### src/rtl/mc_ctrl.sv
// rtl/mc_ctrl.sv - multi-cycle MIPS main controller (Moore FSM) with retired-instruction counter
module mc_ctrl #(
    parameter int CNT_W = 32
) (
    input  logic             clk,
    input  logic             reset,
    input  logic [5:0]       opcode,
    input  logic [5:0]       funct,
    input  logic             zero,
    output logic             PCWrite,
    output logic             IRWrite,
    output logic             RegWrite,
    output logic             MemWrite,
    output logic [1:0]       ExtOp,
    output logic             ALUSrcA,
    output logic [1:0]       ALUSrcB,
    output logic [1:0]       ALUOp,
    output logic [1:0]       RegDst,
    output logic [1:0]       MemtoReg,
    output logic [1:0]       PCSrc,
    output logic [3:0]       state,
    output logic [CNT_W-1:0] instr_cnt
);

    typedef enum logic [3:0] {
        S_IDLE    = 4'd0,
        S_FETCH   = 4'd1,
        S_DECODE  = 4'd2,
        S_EXEC_R  = 4'd3,
        S_EXEC_I  = 4'd4,
        S_MEMADDR = 4'd5,
        S_MEMRD   = 4'd6,
        S_MEMWB   = 4'd7,
        S_MEMWR   = 4'd8,
        S_BRANCH  = 4'd9,
        S_ALUWB   = 4'd10,
        S_JUMP    = 4'd11
    } state_t;

    localparam logic [5:0] OP_RTYPE = 6'b000000;
    localparam logic [5:0] OP_ORI   = 6'b001101;
    localparam logic [5:0] OP_LUI   = 6'b001111;
    localparam logic [5:0] OP_LW    = 6'b100011;
    localparam logic [5:0] OP_SW    = 6'b101011;
    localparam logic [5:0] OP_BEQ   = 6'b000100;
    localparam logic [5:0] OP_J     = 6'b000010;
    localparam logic [5:0] OP_JAL   = 6'b000011;
    localparam logic [5:0] FN_ADDU  = 6'b100001;
    localparam logic [5:0] FN_SUBU  = 6'b100011;
    localparam logic [5:0] FN_JR    = 6'b001000;

    state_t state_q;
    state_t state_d;

    always_ff @(posedge clk or posedge reset) begin
        if (reset) begin
            state_q   <= S_IDLE;
            instr_cnt <= '0;
        end else begin
            state_q <= state_d;
            // leaving reset does not retire anything
            if (state_d == S_FETCH && state_q != S_IDLE)
                instr_cnt <= instr_cnt + 1'b1;
        end
    end

    assign state = state_q;

    always_comb begin
        state_d  = state_q;
        PCWrite  = 1'b0;
        IRWrite  = 1'b0;
        RegWrite = 1'b0;
        MemWrite = 1'b0;
        ExtOp    = 2'b00;
        ALUSrcA  = 1'b0;
        ALUSrcB  = 2'b00;
        ALUOp    = 2'b00;
        RegDst   = 2'b00;
        MemtoReg = 2'b00;
        PCSrc    = 2'b00;
        case (state_q)
            S_IDLE: begin
                state_d = S_FETCH;
            end
            S_FETCH: begin
                PCWrite = 1'b1;
                IRWrite = 1'b1;
                ALUSrcB = 2'b01;
                state_d = S_DECODE;
            end
            S_DECODE: begin
                // branch target computed speculatively into ALUOut
                ALUSrcB = 2'b11;
                ExtOp   = 2'b01;
                case (opcode)
                    OP_RTYPE: begin
                        if (funct == FN_ADDU || funct == FN_SUBU) state_d = S_EXEC_R;
                        else if (funct == FN_JR)                  state_d = S_JUMP;
                        else                                      state_d = S_FETCH;
                    end
                    OP_ORI, OP_LUI: state_d = S_EXEC_I;
                    OP_LW, OP_SW:   state_d = S_MEMADDR;
                    OP_BEQ:         state_d = S_BRANCH;
                    OP_J, OP_JAL:   state_d = S_JUMP;
                    default:        state_d = S_FETCH;
                endcase
            end
            S_EXEC_R: begin
                ALUSrcA = 1'b1;
                ALUOp   = (funct == FN_SUBU) ? 2'b01 : 2'b00;
                state_d = S_ALUWB;
            end
            S_EXEC_I: begin
                ALUSrcA = 1'b1;
                ALUSrcB = 2'b10;
                if (opcode == OP_LUI) begin
                    ExtOp = 2'b10;
                    ALUOp = 2'b00;
                end else begin
                    ExtOp = 2'b00;
                    ALUOp = 2'b10;
                end
                state_d = S_ALUWB;
            end
            S_ALUWB: begin
                RegWrite = 1'b1;
                RegDst   = (opcode == OP_RTYPE) ? 2'b01 : 2'b00;
                state_d  = S_FETCH;
            end
            S_MEMADDR: begin
                ALUSrcA = 1'b1;
                ALUSrcB = 2'b10;
                ExtOp   = 2'b01;
                state_d = (opcode == OP_SW) ? S_MEMWR : S_MEMRD;
            end
            S_MEMRD: begin
                state_d = S_MEMWB;
            end
            S_MEMWB: begin
                RegWrite = 1'b1;
                MemtoReg = 2'b01;
                state_d  = S_FETCH;
            end
            S_MEMWR: begin
                MemWrite = 1'b1;
                state_d  = S_FETCH;
            end
            S_BRANCH: begin
                ALUSrcA = 1'b1;
                ALUOp   = 2'b01;
                PCSrc   = 2'b01;
                PCWrite = zero;
                state_d = S_FETCH;
            end
            S_JUMP: begin
                PCWrite = 1'b1;
                if (opcode == OP_RTYPE) begin
                    PCSrc = 2'b11;
                end else begin
                    PCSrc = 2'b10;
                    if (opcode == OP_JAL) begin
                        RegWrite = 1'b1;
                        RegDst   = 2'b10;
                        MemtoReg = 2'b10;
                    end
                end
                state_d = S_FETCH;
            end
            default: begin
                state_d = S_IDLE;
            end
        endcase
    end

endmodule

### config.mk
export PLATFORM = sky130hd
export DESIGN_NAME = mc_ctrl
export DESIGN_NICKNAME = d
export VERILOG_FILES = /design/src/rtl/mc_ctrl.sv
export SDC_FILE = /design/constraint.sdc
export NUM_CORES = 1
export LEC_CHECK = 0
export BUFFER_PORTS_ARGS = -buffer_cell sky130_fd_sc_hd__clkbuf_2
export CAP_MARGIN = 20
export CORE_ASPECT_RATIO = 0.7
export CORE_MARGIN = 2
export CORE_UTILIZATION = 50
export DETAILED_ROUTE_END_ITERATION = 12
export MAX_ROUTING_LAYER = met4
export PLACE_DENSITY = 0.86
export SYNTH_ARGS = -nofsm -noshare
export SYNTH_HDL_FRONTEND = slang
export SYNTH_SLANG_ARGS = --single-unit
### constraint.sdc
create_clock -name clk -period 2.3 [get_ports clk]
set_input_delay 0.115 -clock clk [delete_from_list [all_inputs] [get_ports clk]]
set_output_delay 0.115 -clock clk [all_outputs]
set_load 0.05 [all_outputs]
== After elaboration in Yosys (flattened, before gate mapping) ==
Index checks and enable logic that the tools add are counted.
Cells by class
  muxes and demuxes: 25
  add/subtract/negate cells: 1
  reductions and logical operators: 15
  eq/ne operators: 22
Operator list (number)
  adder 32 x 1 -> 32 bit, second input constant: 1
  equality test 6 bit, second input constant: 4
  one-hot mux 4 bit (6 select lines): 1
  one-hot mux 4 bit (5 select lines): 1
  equality test 6 x 4 -> 1 bit, second input constant: 3
  equality test 4 x 3 -> 1 bit, second input constant: 4
  equality test 4 bit, second input constant: 4
  one-hot mux 2 bit (2 select lines): 4
  OR reduction 2 bit: 8
  equality test 6 x 2 -> 1 bit, second input constant: 2
  two-way mux 4 bit: 3
  one-hot mux 2 bit (3 select lines): 2
  equality test 4 x 1 -> 1 bit, second input constant: 2
  equality test 4 x 2 -> 1 bit, second input constant: 2
  two-way mux 1 bit: 8
  two-way mux 2 bit: 4
  equality test 6 x 3 -> 1 bit, second input constant: 1
  logical NOT 6 bit: 1
  OR reduction 6 bit: 1
  logical NOT 4 bit: 1
  one-hot mux 1 bit (2 select lines): 2
  nonzero test 4 bit: 1
  OR reduction 4 bit: 1
  logical AND 1 bit: 1
  logical OR 1 bit: 1
Storage, ports and cells
  flip-flop bits (word level): 36
  input bits: 15

== Depth between registers and ports, before layout ==
Gate-level depths: netlist (run 1).
  word-level depth: 7
  mapped depth: 8
  gate-level depth less buffers: 6

== Least setup slack after synthesis (run 1) ==
OpenSTA, ideal clock, no wires.
  path type: register -> output
  start point: register state_q[3], in the netlist state[3]
  end point: output RegDst[1]
  stages on the path, launching flop included: 5
  data required time: 2185 ps
  arrival: 2581 ps
  slack: -396 ps
  path buffers: 2
  cells stage by stage: dfrtp_1 > buf_2 > nand2_1 > nor3_1 > buf_4
On the way
  cells in the longest elaborated chain, start to end: 2
  elaborated cells between the ends (all ways): 3
  those cells by class: eq/ne: 2; mux: 1
Ends and longest elaborated chain
  from (decl): line 52  | state_t state_q;
  from (signal assigned): line 60  | state_q <= state_d;
  equality test 4 bit: line 82  | case (state_q)
  one-hot mux 2 bit (2 select lines) (*): line 82
  to (decl): line 18  | output logic [1:0] RegDst,
Every way passes the cells marked *; elsewhere a longest branch is shown, timed or not.

== Worst setup path after layout (run 1) ==
  start point: register state_q[1], in the netlist state[1]
  end point: register instr_cnt[18]
On the way
  cells in the longest elaborated chain, start to end: 5
  elaborated cells between the ends (all ways): 18
  those cells by class: eq/ne: 12; mux: 1; reduce/logical: 5
Ends and longest elaborated chain
  equality test 4 bit (tied with other cells): line 82
  OR reduction 6 bit (no source line) / OR reduction 2 bit (equally long branches)
  one-hot mux 4 bit (6 select lines): line 82
  equality test 4 x 1 -> 1 bit: line 62  | if (state_d == S_FETCH && state_q != S_IDLE)
  logical AND 1 bit (*): line 62
  to (signal assigned): line 63  | instr_cnt <= instr_cnt + 1'b1;
  to (decl): line 22  | output logic [CNT_W-1:0] instr_cnt
Marks and branches as above.
A chain may end at the register's enable or synchronous reset.

==> flow_summary.json, run 1 <==
{
  "status": "completed",
  "clk_pin_slew_worst_paths_ns": 0.07,
  "crit_chain": "or2_2 -> o2111ai_2 -> o211ai_1 -> or4_1 -> nor2_1 -> xor2_1",
  "synth_top_cell_by_area": "dfrtp_1",
  "vias": 2224,
  "wl_um": 5677,
  "cp_slowest_cell": "or4_1",
  "power_leakage_nw": 1.450,
  "peakVddDrop_mv": 0.8029,
  "ys_top_cells_by_count": "dfrtp_1, xor2_1, nor3_1",
  "grt_max_degree": 37,
  "ant_nets": 0,
  "netlist_instances": 250,
  "dp.cells": 374,
  "rows": 20,
  "die_area_um2": 5177,
  "hold_depth": 4,
  "drtPass1Iterations": 5,
  "gr-total-overflow": 0,
  "cts_tree": "built",
  "drc_errors": 0,
  "rsz0062_at_grt": "false",
  "numPortBuffers": 67,
  "cap_violations": 0,
  "die_y_um": 60.81,
  "hold_path.class": "primary input to flop",
  "path_class": "flop to flop",
  "core_area_um2": 4379,
  "yosys_warnings": 0,
  "endpoint_kind": "flop",
  "seq_area_frac_synth_pct": 39.09,
  "clk-insertion-delay-late_ns": 0.28,
  "finalSetupViolations": 0,
  "startpoint_type": "flop",
  "clk_path_buf_depth": 2,
  "synthArstFlopShare_pct": 100.0,
  "cpPeakStageDelay_ns": 0.56,
  "stdcell_count": 382,
  "holdPathEnd": "state[1]",
  "r2r_start": "state[1]",
  "critPathArrivalTime_ns": 2.37,
  "grt_pass1_wl_um": 9363,
  "rrSetupSlack_ns": 0.13,
  "reg2reg_to": "instr_cnt[18]",
  "layout-drive-gt1-share_pct": 33.64,
  "htreeDepth": 2,
  "synth-edff-count": 0,
  "grtUsageTotal_pct": 23.91,
  "netlist_area_um2": 2305,
  "fmax_mhz": 461.1,
  "syn-num-nets": 266,
  "worstPathRequired_ns": 2.51,
  "root_buffer": "clkbuf_8",
  "post_drt_via_cell_ratio": 5.822,
  "cts.sinks": 36,
  "io_pins": 68,
  "max-slew-margin-rel_pct": 70.24,
  "n_antenna_cell": 0,
  "hpwl_um": 4220,
  "initial_utilization_pct": 52.63,
  "synthTopCellsByArea": "dfrtp_1, xor2_1, nor3_1, nor4_2, nand3_1",
  "utilization_pct": 65.51,
  "die_x_um": 85.15,
  "wl_per_cell_um": 14.86,
  "worstPathMaxFanout": 18,
  "clock_skew_ns": 0.003693,
  "finalCritPeriodShare_pct": 94.28,
  "ys_seq_elements": 36,
  "syn_to_final_growth_pct": 24.48,
  "synth_cell_types": 51,
  "first_iter_violations": 207,
  "syn_area_per_cell_um2": 9.219,
  "cts_buffers": 5,
  "fin_crit_ns": 2.169,
  "grt_pass1_vias": 1987,
  "synth_most_common_cell": "dfrtp_1",
  "gp_congestion": 0.9559,
  "power.density_nw_per_um2": 1062,
  "grt_antenna_before_repair": 0,
  "final_nets": 343,
  "cts_setup_buffers": 0,
  "setup_tns_ns": 0,
  "power_mw": 3.046,
  "holdCritStartpoint": "opcode[4]",
  "synth_ff_type": "dfrtp_1",
  "slew_violations": 0,
  "hold_viol_final": 0,
  "rr_worst_depth": 6,
  "worstMarginPinSlew_ns": 0.4444,
  "synth_top_cell_area_share_pct": 39.09
}
## how the worst max path moves through the flow
stage              from             to  slack, ns  cells past startpoint
3_3_place_gp   state[1]  instr_cnt[18]       0.18                      6
4_1_cts        state[1]  instr_cnt[18]       0.07                      6
2_1_floorplan  state[0]       ExtOp[0]       0.01                      4
5_1_grt        state[1]  instr_cnt[18]       0.02                      6
6_report       state[1]  instr_cnt[18]       0.13                      6
3_5_place_dp   state[1]  instr_cnt[18]       0.09                      6
## sequential cells by signal (all words and copies together) (netlist names)
name / count
state: 4
instr_cnt: 32
## critical path: cells and delay by family, from the launching register on
| kind | cells | cell delay (ns) |
|---|---|---|
| xor gates and xnor gates | 1 | 0.17 |
| AOI/OAI and AO/OA | 2 | 0.34 |
| and+or+nand+nor | 3 | 1.07 |
| DFF | 1 | 0.51 |
## power by group
part / switching (mW) / total [mW] / internal, mW
Sequential: 0.129 / 0.841 / 0.712
Combinational: 1.26 / 1.79 / 0.529
Clock: 0.214 / 0.420 / 0.206
## metal layers
metal,wire [um],part of all wire [%],GRT usage [%]
met5,0,0,-
met4,91,1.6,8.390
met3,331,5.8,4.490
met2,2647,47,35.71
met1,2606,46,32.96
## logic make-up (layout without fill, tap and decap cells)
| family | Yosys count | count (layout) | synth area share (%) |
|---|---|---|---|
| buffers and inverters | 17 | 94 | 3.854 |
| multiplexers | 1 | 1 | 0.4886 |
| adder cells (fa/ha/maj) | 1 | 1 | 0.5428 |
| XOR/XNOR | 31 | 31 | 11.78 |
| AO/OA/AOI/OAI | 28 | 28 | 9.338 |
| flip-flops | 36 | 36 | 39.09 |
| AND/OR/NAND/NOR | 136 | 136 | 34.91 |
## layout by cell type, fill, tap and decap left out, types with 3 or more instances in the layout
cell,count
clkbuf_2,67
dfrtp_1,35
xor2_1,29
nor3_1,23
nand2_1,18
nor2_1,17
nand3_1,14
buf_4,11
nand4_1,10
a21oi_1,9
nor4_2,8
nand2b_1,6
inv_1,6
or2_2,5
nor2b_1,5
and3_1,5
clkbuf_8,5
and4_1,4
o21ai_0,3
nand3b_1,3
## timing repair
item / in CTS / in global routing
hold endpoints to repair: 36 / 0
gates resized for setup: 0 / 1
hold buffers: 1 / 0
setup endpoints to repair: 0 / 6
## through the flow
| stage | instance area (um^2) | hold WS [ns] | worst slack [ns] |
|---|---|---|---|
| after floorplan | 2320 | 0.2820 | 0.01383 |
| after global placement | 2780 | 0.2174 | 0.1805 |
| after detailed placement | 2780 | 0.2195 | 0.09030 |
| after CTS | 2868 | 0.2448 | 0.07499 |
| after global routing | 2869 | 0.2865 | 0.01574 |
| final | 2869 | 0.2487 | 0.1315 |
## layout make-up
| cell class | count | area (um^2) |
|---|---|---|
| fill | 349 | 1510 |
| multi-input combinational | 197 | 1330 |
| sequential | 36 | 902.1 |
| timing repair buffer | 81 | 467.9 |
| clock buffer | 6 | 72.57 |
| tap | 55 | 68.82 |
| inverter | 6 | 22.52 |
| clock inverter | 1 | 5.005 |
Power figures use the tool's default switching activity.
==> run 2: changes to the inputs <==
==> constraint.sdc (replaced) <==
create_clock -name clk -period 2.6 [get_ports clk]
set_input_delay 0.52 -clock clk [delete_from_list [all_inputs] [get_ports clk]]
set_output_delay 0.52 -clock clk [all_outputs]
set_load 0.05 [all_outputs]
==> flow_summary.json, run 2 (same netlist as run 1, synthesis figures left out) <==
{
  "hold_viol_final": 0,
  "htreeDepth": 2,
  "pre_cts_slack_ns": 0.1489,
  "wl_per_cell_um": 15.78,
  "wl_um": 5998,
  "first_iter_violations": 175,
  "fmax_mhz": 401.3,
  "cap_violations": 0,
  "die_y_um": 60.81,
  "n_antenna_cell": 0,
  "fin_crit_ns": 2.492,
  "finalCritPeriodShare_pct": 95.84,
  "gr-total-overflow": 0,
  "cts_tree": "built",
  "final_cell_mix": "clkbuf_2, dfrtp_1, xor2_1",
  "top_usage_layer": "met1",
  "grt_pass1_wl_um": 9515,
  "hpwl_um": 4410,
  "final_nets": 340,
  "slew_violations": 0,
  "initial_utilization_pct": 52.63,
  "die_area_um2": 5177,
  "vias": 2226,
  "path_class": "primary input to output port",
  "dp.cells": 372,
  "largest_reg_flops": 32,
  "power_leakage_nw": 1.444,
  "grtUsageTotal_pct": 24.31,
  "clk-insertion-delay-late_ns": 0.29,
  "post_drt_via_cell_ratio": 5.858,
  "ant_nets": 0,
  "endpoint_kind": "output port",
  "met2_usage_pct": 35.04,
  "rows": 20,
  "use_met3_pct": 4.354,
  "layout-drive-gt1-share_pct": 34.15,
  "endpoint": "RegWrite",
  "power.density_nw_per_um2": 969.3,
  "hold_path.class": "primary input to asynchronous set/reset pin",
  "stdcell_count": 380,
  "startpoint_type": "primary input",
  "grt_antenna_before_repair": 0,
  "worstPathMaxFanout": 6,
  "gp_congestion": 0.8960,
  "r2r_start": "state[3]",
  "io_pins": 68,
  "rrSetupSlack_ns": 0.36,
  "rsz0062_at_grt": "false",
  "cts.sinks": 36,
  "fill_cells": 374,
  "peakVddDrop_mv": 0.7022,
  "power_mw": 2.785,
  "cts_hold_buf": 0,
  "finalSetupViolations": 0,
  "status": "completed",
  "regMostFlops": "instr_cnt",
  "syn_to_final_growth_pct": 24.65,
  "crit_start": "opcode[3]",
  "die_x_um": 85.15,
  "drtPass1Iterations": 5,
  "critPathArrivalTime_ns": 1.97,
  "multi_input_comb_area_um2": 1343,
  "final_common_cell": "clkbuf_2",
  "layout_setup_ws_ns": 0.1081,
  "worstPathRequired_ns": 2.08,
  "cts_buffers": 5,
  "rr_worst_depth": 6,
  "ff_latch_area_um2": 900.9,
  "use_met1_pct": 35.50,
  "clk_pin_slew_worst_paths_ns": 0.08,
  "max-slew-margin-rel_pct": 63.80,
  "grt_max_degree": 37,
  "core_area_um2": 4379,
  "worstMarginPinSlew_ns": 0.5410,
  "drc_errors": 0,
  "grt_pass1_vias": 1959,
  "root_buffer": "clkbuf_8",
  "clock_skew_ns": 0.009410,
  "reg2reg_to": "instr_cnt[1]",
  "clk_path_buf_depth": 2,
  "numPortBuffers": 67
}
-- run 2: repair_timing --
| action | in CTS | in global routing |
|---|---|---|
| resized for setup | 0 | 1 |
| setup endpoints to repair | 0 | 1 |
| buffers inserted | 0 | 0 |
-- run 2: stage by stage --
stage	instance area, um^2	utilization, %	hold slack (ns)	setup TNS, ns
floorplan	2330	-	0.6870	-0.1301
global placement	2763	63.09	0.4556	0
detailed placement	2763	63.09	0.4574	0
CTS	2870	65.54	0.3239	0
global route	2873	65.60	0.3535	0
finish	2873	65.60	0.3016	0
-- run 2: worst min path at each step --
stage / start / end / slack (ns)
6_report: reset / instr_cnt[21] / 0.30
5_1_grt: reset / instr_cnt[5] / 0.35
4_1_cts: reset / instr_cnt[21] / 0.32
3_5_place_dp: instr_cnt[31] / instr_cnt[31] / 0.46
3_3_place_gp: instr_cnt[31] / instr_cnt[31] / 0.46
2_1_floorplan: reset / instr_cnt[0] / 0.69
-- run 2: cell type report --
class	instances	area share, %
well taps	55	2.395
clock buffers	6	2.526
multi-input cells	197	46.73
flip-flops and latches	36	31.36
repair buffers	78	14.98
clock inverters	2	1.220
inverters	6	0.7840
-- run 2: power breakdown --
group          total (mW)  internal [mW]  switching [mW]
registers           0.759          0.627           0.132
logic                1.53          0.432            1.10
clock network       0.491          0.285           0.207
total                2.78           1.34            1.44
-- run 2: per-layer routing --
layer | wire, um | vias up
met4 | 33 | 0
met1 | 2825 | 1076
met3 | 438 | 4
met2 | 2700 | 95
li1 | - | 1051
met5 | 0 | -
-- run 2: critical path, stage by stage --
cell and delay [ns]:
clkbuf_2 0.13, nor4_1 0.46, nand3_1 0.20, a21oi_1 0.18
a21oi_1 0.06, nor2b_1 0.14, clkbuf_2 0.29
